===== src/rtl/uncached_memory_port.sv =====
// Cacheless responder: serves cpu_to_l1 loads/stores over the 64-bit l1_to_mem dword port.
// Define UNCACHED_MEMORY_PORT_MISALIGN_CHECK_EN to flag misaligned accesses instead of aligning down.
module uncached_memory_port #(
  parameter int unsigned RD_LATENCY = 1
) (
  input  logic        clk,
  input  logic        rst,
  input  logic        cpu_to_l1__valid,
  output logic        cpu_to_l1__ready,
  input  logic        cpu_to_l1__we,
  input  logic [63:0] cpu_to_l1__addr,
  input  logic [63:0] cpu_to_l1__wr_data,
  input  logic [2:0]  cpu_to_l1__dtype,
  output logic [63:0] cpu_to_l1__rd_data,
  output logic        cpu_to_l1__err,
  output logic [60:0] l1_to_mem__addr,
  output logic [63:0] l1_to_mem__wr_data,
  input  logic [63:0] l1_to_mem__rd_data,
  output logic        l1_to_mem__en,
  output logic        l1_to_mem__we
);

`ifdef UNCACHED_MEMORY_PORT_MISALIGN_CHECK_EN
  localparam bit MisalignCheck = 1'b1;
`else
  localparam bit MisalignCheck = 1'b0;
`endif

  typedef enum logic [2:0] {StIdle, StRd, StRdWait, StCap, StWr} state_e;

  state_e      state_q, state_d;
  logic [2:0]  cnt_q, cnt_d;
  logic [63:0] addr_q, wr_data_q, mem_wdata_q, rd_data_q;
  logic [2:0]  dtype_q;
  logic        we_q, err_q;

  // Right-justified byte mask of an access type.
  function automatic logic [7:0] size_mask(input logic [2:0] dtype);
    case (dtype)
      3'd1, 3'd4: size_mask = 8'h0f;
      3'd2, 3'd5: size_mask = 8'h03;
      3'd3, 3'd6: size_mask = 8'h01;
      default:    size_mask = 8'hff;
    endcase
  endfunction

  logic [7:0]  req_mask;
  logic [2:0]  req_align;
  logic        req_is_d, req_misaligned;
  logic [63:0] req_addr;

  always_comb begin
    req_mask       = size_mask(cpu_to_l1__dtype);
    // Size minus one, i.e. the address bits that must be zero.
    req_align      = {req_mask[7], req_mask[3], req_mask[1]};
    req_is_d       = req_mask[7];
    req_misaligned = |(cpu_to_l1__addr[2:0] & req_align);
    req_addr       = cpu_to_l1__addr;
    if (!MisalignCheck) req_addr[2:0] = cpu_to_l1__addr[2:0] & ~req_align;
  end

  logic [5:0]  shamt;
  logic [7:0]  cur_mask;
  logic [63:0] bit_mask, lane_mask, rd_shifted, merged, load_val;

  always_comb begin
    shamt      = {addr_q[2:0], 3'b000};
    cur_mask   = size_mask(dtype_q);
    bit_mask   = '0;
    for (int i = 0; i < 8; i++) bit_mask[8*i +: 8] = {8{cur_mask[i]}};
    lane_mask  = bit_mask << shamt;
    merged     = (l1_to_mem__rd_data & ~lane_mask) | ((wr_data_q << shamt) & lane_mask);
    rd_shifted = l1_to_mem__rd_data >> shamt;
    case (dtype_q)
      3'd1:    load_val = {{32{rd_shifted[31]}}, rd_shifted[31:0]};
      3'd2:    load_val = {{48{rd_shifted[15]}}, rd_shifted[15:0]};
      3'd3:    load_val = {{56{rd_shifted[7]}},  rd_shifted[7:0]};
      3'd4:    load_val = {32'b0, rd_shifted[31:0]};
      3'd5:    load_val = {48'b0, rd_shifted[15:0]};
      3'd6:    load_val = {56'b0, rd_shifted[7:0]};
      default: load_val = rd_shifted;
    endcase
  end

  always_comb begin
    state_d = state_q;
    cnt_d   = cnt_q;
    case (state_q)
      StIdle: begin
        if (cpu_to_l1__valid) begin
          if (MisalignCheck && req_misaligned) state_d = StIdle;
          else if (cpu_to_l1__we && req_is_d)  state_d = StWr;
          else                                 state_d = StRd;
        end
      end
      StRd: begin
        cnt_d   = 3'(RD_LATENCY - 1);
        state_d = (RD_LATENCY == 1) ? StCap : StRdWait;
      end
      StRdWait: begin
        if (cnt_q == 3'd1) state_d = StCap;
        else               cnt_d   = cnt_q - 3'd1;
      end
      StCap:   state_d = we_q ? StWr : StIdle;
      StWr:    state_d = StIdle;
      default: state_d = StIdle;
    endcase
  end

  always_ff @(posedge clk) begin
    if (rst) begin
      state_q     <= StIdle;
      cnt_q       <= '0;
      addr_q      <= '0;
      wr_data_q   <= '0;
      dtype_q     <= '0;
      we_q        <= 1'b0;
      mem_wdata_q <= '0;
      rd_data_q   <= '0;
      err_q       <= 1'b0;
    end else begin
      state_q <= state_d;
      cnt_q   <= cnt_d;
      if (state_q == StIdle && cpu_to_l1__valid) begin
        addr_q    <= req_addr;
        we_q      <= cpu_to_l1__we;
        wr_data_q <= cpu_to_l1__wr_data;
        dtype_q   <= cpu_to_l1__dtype;
        if (MisalignCheck && req_misaligned)  err_q       <= 1'b1;
        else if (cpu_to_l1__we && req_is_d)   mem_wdata_q <= cpu_to_l1__wr_data;
      end
      if (state_q == StCap) begin
        if (we_q) begin
          mem_wdata_q <= merged;
        end else begin
          rd_data_q <= load_val;
          err_q     <= 1'b0;
        end
      end
      if (state_q == StWr) err_q <= 1'b0;
    end
  end

  assign cpu_to_l1__ready   = (state_q == StIdle);
  assign cpu_to_l1__rd_data = rd_data_q;
  assign cpu_to_l1__err     = err_q;
  assign l1_to_mem__addr    = addr_q[63:3];
  assign l1_to_mem__wr_data = mem_wdata_q;
  assign l1_to_mem__en      = (state_q == StRd) || (state_q == StWr);
  assign l1_to_mem__we      = (state_q == StWr);

endmodule


===== config.mk =====
export PLATFORM = sky130hd
export DESIGN_NAME = uncached_memory_port
export DESIGN_NICKNAME = d
export VERILOG_FILES = /design/src/rtl/uncached_memory_port.sv
export SDC_FILE = /design/constraint.sdc
export NUM_CORES = 1
export LEC_CHECK = 0
export CORE_MARGIN = 2
export CORE_UTILIZATION = 40
export CTS_CLUSTER_DIAMETER = 120
export DETAILED_ROUTE_END_ITERATION = 8
export PLACE_DENSITY = 0.68
export SETUP_SLACK_MARGIN = 0.05
export SYNTH_ARGS = -nofsm -noshare
export SYNTH_HDL_FRONTEND = slang
export SYNTH_SLANG_ARGS = --single-unit

===== constraint.sdc =====
create_clock -name clk -period 3.1 [get_ports clk]
set_input_delay 0.31 -clock clk [delete_from_list [all_inputs] [get_ports clk]]
set_output_delay 0.31 -clock clk [all_outputs]
set_load 0.005 [all_outputs]

==> flow_summary_export.csv <==
group,metric,value,unit
final_layout,layout.nets,2225,
drt,vias,14700,
cts,insertion_delay,0.57,ns
drt,drc,0,
logic_synthesis,ys_warn_count,0,
grt,grt_max_degree,130,
sta,rsz0062_at_grt,"no",
status,status,"completed",
power_and_ir_drop,comb_power_share,32.6,%
logic_synthesis,synth-edff-count,0,
logic_synthesis,ys_ff_latch,266,
power_and_ir_drop,power_frac_clock,31.9,%
drt,drt-pass1-iter-count,6,
worst_hold_path,min_from,"cpu_to_l1__addr[39]",
final_layout,fill_cells,3389,
sta,setup_viol,0,
floorplan,start_util,40.4,%
final_layout,final_cell_count_no_fill,2518,
power_and_ir_drop,internal-power,8.01,mW
logic_synthesis,syn_area,14800,um^2
drt,antenna_left,0,
grt,antenna_found_initial,3,
logic_synthesis,syn_avg_cell_area,8.36,um^2
placed_design,place.port_buffers,390,
logic_synthesis,async_reset_ff_share,0,%
cts,clock-root-buffer,"clkbuf_16",
worst_hold_path,holdPathStages,3,
drt,viasPerCell,5.84,
worst_hold_path,hp-class,"in2reg",
sta,whs,0.291,ns
grt,grt_util_all_layers,29.1,%
setup_path,reg2reg_depth,5,
power_and_ir_drop,swShare,33.9,%
sta,drv_slew,0,
setup_path,crit_required,2.79,ns
cts,cts_buffers,30,
grt,grt_pass1_wl,86.4,mm
setup_path,worstSetupPathType,"reg2out",
setup_path,crit_family,"buffers and inverters",
grt,grt_pass1_vias,14200,
placed_design,routabilityCongestion,0.953,
run,maxCapViolCount,0,
floorplan,core,36500,um^2
sta,max_clock_freq,0.384,GHz
setup_path,crit_buf_inv,1,
sta,setup_tns,0,ns
sta,fin_crit,2.60,ns
sta,finalClockSkew,0.0214,ns
setup_path,cpPeakStageDelay,0.64,ns
drt,wirelength,58.1,mm
setup_path,startpoint_type,"register",
final_layout,drive_above_1_share,10.6,%
setup_path,cp.arrival,2.29,ns
worst_hold_path,hold_end,"addr_q[39]",
placed_design,dpl.cell_count,2459,
drt,detail_route.wl_per_cell,23.1,um
power_and_ir_drop,p_leak,6.92,nW
cts,h-tree-depth,1,
sta,hold_violations,0,
setup_path,path_max_fanout,15,
power_and_ir_drop,switchingPower,4.11,mW
sta,max_slew_margin,39.5,%
logic_synthesis,synth_cell_types,73,
grt,grt_overflow_total,0,
placed_design,dpl.hpwl,42.7,mm
setup_path,cp-end-kind,"output port",
final_layout,syn2layout_area_growth,33.4,%
drt,initialDrtViolationCount,1439,
cts,cts_setup_buffers,0,
power_and_ir_drop,ir_drop,0.444,mV
power_and_ir_drop,seqPwrFrac,35.5,%
final_layout,final_common_cell,"nand2_1",
cts,cts_tree,"built",
final_layout,final_cell_mix,"391 x nand2_1, 389 x clkdlybuf4s50_1, 263 x dfxtp_1",
setup_path,r2r_end,"cpu_to_l1__rd_data[63]",
floorplan,ios,392,
setup_path,worstPathCellList,"nor3_1, clkdlybuf4s50_1",
setup_path,r2r-start,"state_q[1]",
logic_synthesis,yosysSeqAreaShare,36.0,%
floorplan,die_x,196,um
sta,worst_pin_slew,0.901,ns
logic_synthesis,syn_inst,1767,
power_and_ir_drop,power_density,615,nW/um^2
floorplan,rows,70,
cts,cts_buffer_depth,3,
sta,fin_crit_sh,83.9,%
logic_synthesis,synthFlopType,"dfxtp_1",
setup_path,slowest_stage,"clkdlybuf4s50_1",
cts,clock-sinks,266,
floorplan,fp.dieArea,38500,um^2
setup_path,regToRegSetupSlack,0.59,ns
cts,path_clk_slew,0.06,ns
floorplan,die_y,196,um
logic_synthesis,synth_fp_nets,1968,
[worst min-delay path: stages]
cell and delay, ns:
clkdlybuf4s50_1 0.40, nand2_1 0.06, a21oi_1 0.05
[synthesized netlist by cell type (all sizes together) (9+ instances only)]
library cell | number | area share (%)
nor2 | 66 | 1.7
nor3 | 27 | 0.98
clkbuf | 95 | 2.4
a211oi | 64 | 3.5
nand2 | 392 | 10
o211ai | 9 | 0.55
dfxtp | 266 | 36
mux2 | 80 | 6.1
a22oi | 16 | 0.81
o21ai | 83 | 2.8
a31oi | 10 | 0.42
nand3b | 11 | 0.56
o311a | 9 | 0.61
or3 | 20 | 0.85
mux4 | 33 | 5.0
buf | 121 | 5.6
a21oi | 220 | 7.5
o311ai | 9 | 0.53
nor2b | 19 | 0.80
mux2i | 106 | 7.2
o2bb2ai | 9 | 0.53
[routing by layer]
metal | global-route usage, % | part of all wire, % | up-vias
met5 | 0 | 0.022 | -
li1 | - | - | 6748
met2 | 48.1 | 46 | 862
met4 | 13.4 | 5.2 | 2
met1 | 36.2 | 39 | 6925
met3 | 6.50 | 10 | 165
[worst max-delay path by stage]
stage	startpoint	end	slack, ns	cells past startpoint
2_1_floorplan	addr_q[1]	cpu_to_l1__rd_data[32]	1.17	7
3_3_place_gp	l1_to_mem__rd_data[63]	cpu_to_l1__rd_data[21]	0.58	7
3_5_place_dp	l1_to_mem__rd_data[63]	cpu_to_l1__rd_data[63]	0.52	7
4_1_cts	state_q[2]	cpu_to_l1__ready	0.44	2
5_1_grt	state_q[2]	cpu_to_l1__ready	0.35	2
6_report	state_q[2]	cpu_to_l1__ready	0.50	2
[stage by stage]
| step | total power, mW | worst slack, ns | utilization, % | instance area (um^2) |
|---|---|---|---|---|
| after detailed placement | 8.25 | 0.523 | 51.0 | 18600 |
| final | 12.1 | 0.498 | 54.0 | 19700 |
| after floorplan | 6.56 | 1.17 | - | 14800 |
| after CTS | 12.1 | 0.442 | 54.0 | 19700 |
| after global placement | 8.20 | 0.578 | 51.0 | 18600 |
| after global routing | 12.7 | 0.352 | 54.0 | 19700 |
[cells by family after synthesis]
kind of cell | count (synthesis) | synth area share, %
xor gates and xnor gates | 9 | 0.534
muxes | 219 | 18.3
buffers and inverters | 221 | 8.13
adders and majority gates | 2 | 0.169
AOI/OAI and AO/OA | 476 | 20.1
DFF | 266 | 36.0
and+or+nand+nor | 573 | 16.7
other | 1 | 0.0254
[layout make-up]
type	instances	area (um^2)	share of cell area, %
diodes	2	5.00	0.0254
clock buffers	41	883	4.48
clock inverters	15	196	0.997
multi-input cells	1280	8270	42.0
repair buffers	441	4420	22.4
flip-flops and latches	266	5330	27.1
well taps	468	586	2.97
inverters	5	18.8	0.0952
[power by group through the flow]
stage	combinational, mW	sequential [mW]	clock (mW)
3_3_place_gp	3.86	4.34	0
2_1_floorplan	2.40	4.17	0
5_1_grt	4.25	4.34	4.06
4_1_cts	3.92	4.28	3.93
6_report	3.95	4.30	3.87
3_5_place_dp	3.90	4.35	0
[sequential cells by signal (all words and copies together) (netlist names)]
signal,cells
addr_q,64
cnt_q,3
cpu_to_l1__rd_data,64
dtype_q,3
l1_to_mem__wr_data,64
state_q,3
we_q,1
wr_data_q,64
[timing repair]
| item | CTS | global route |
|---|---|---|
| endpoints found under the hold margin | 7 | 0 |
| resized for setup | 0 | 0 |
| hold buffers | 1 | 0 |
No activity file was read; power rests on OpenSTA's default activity.
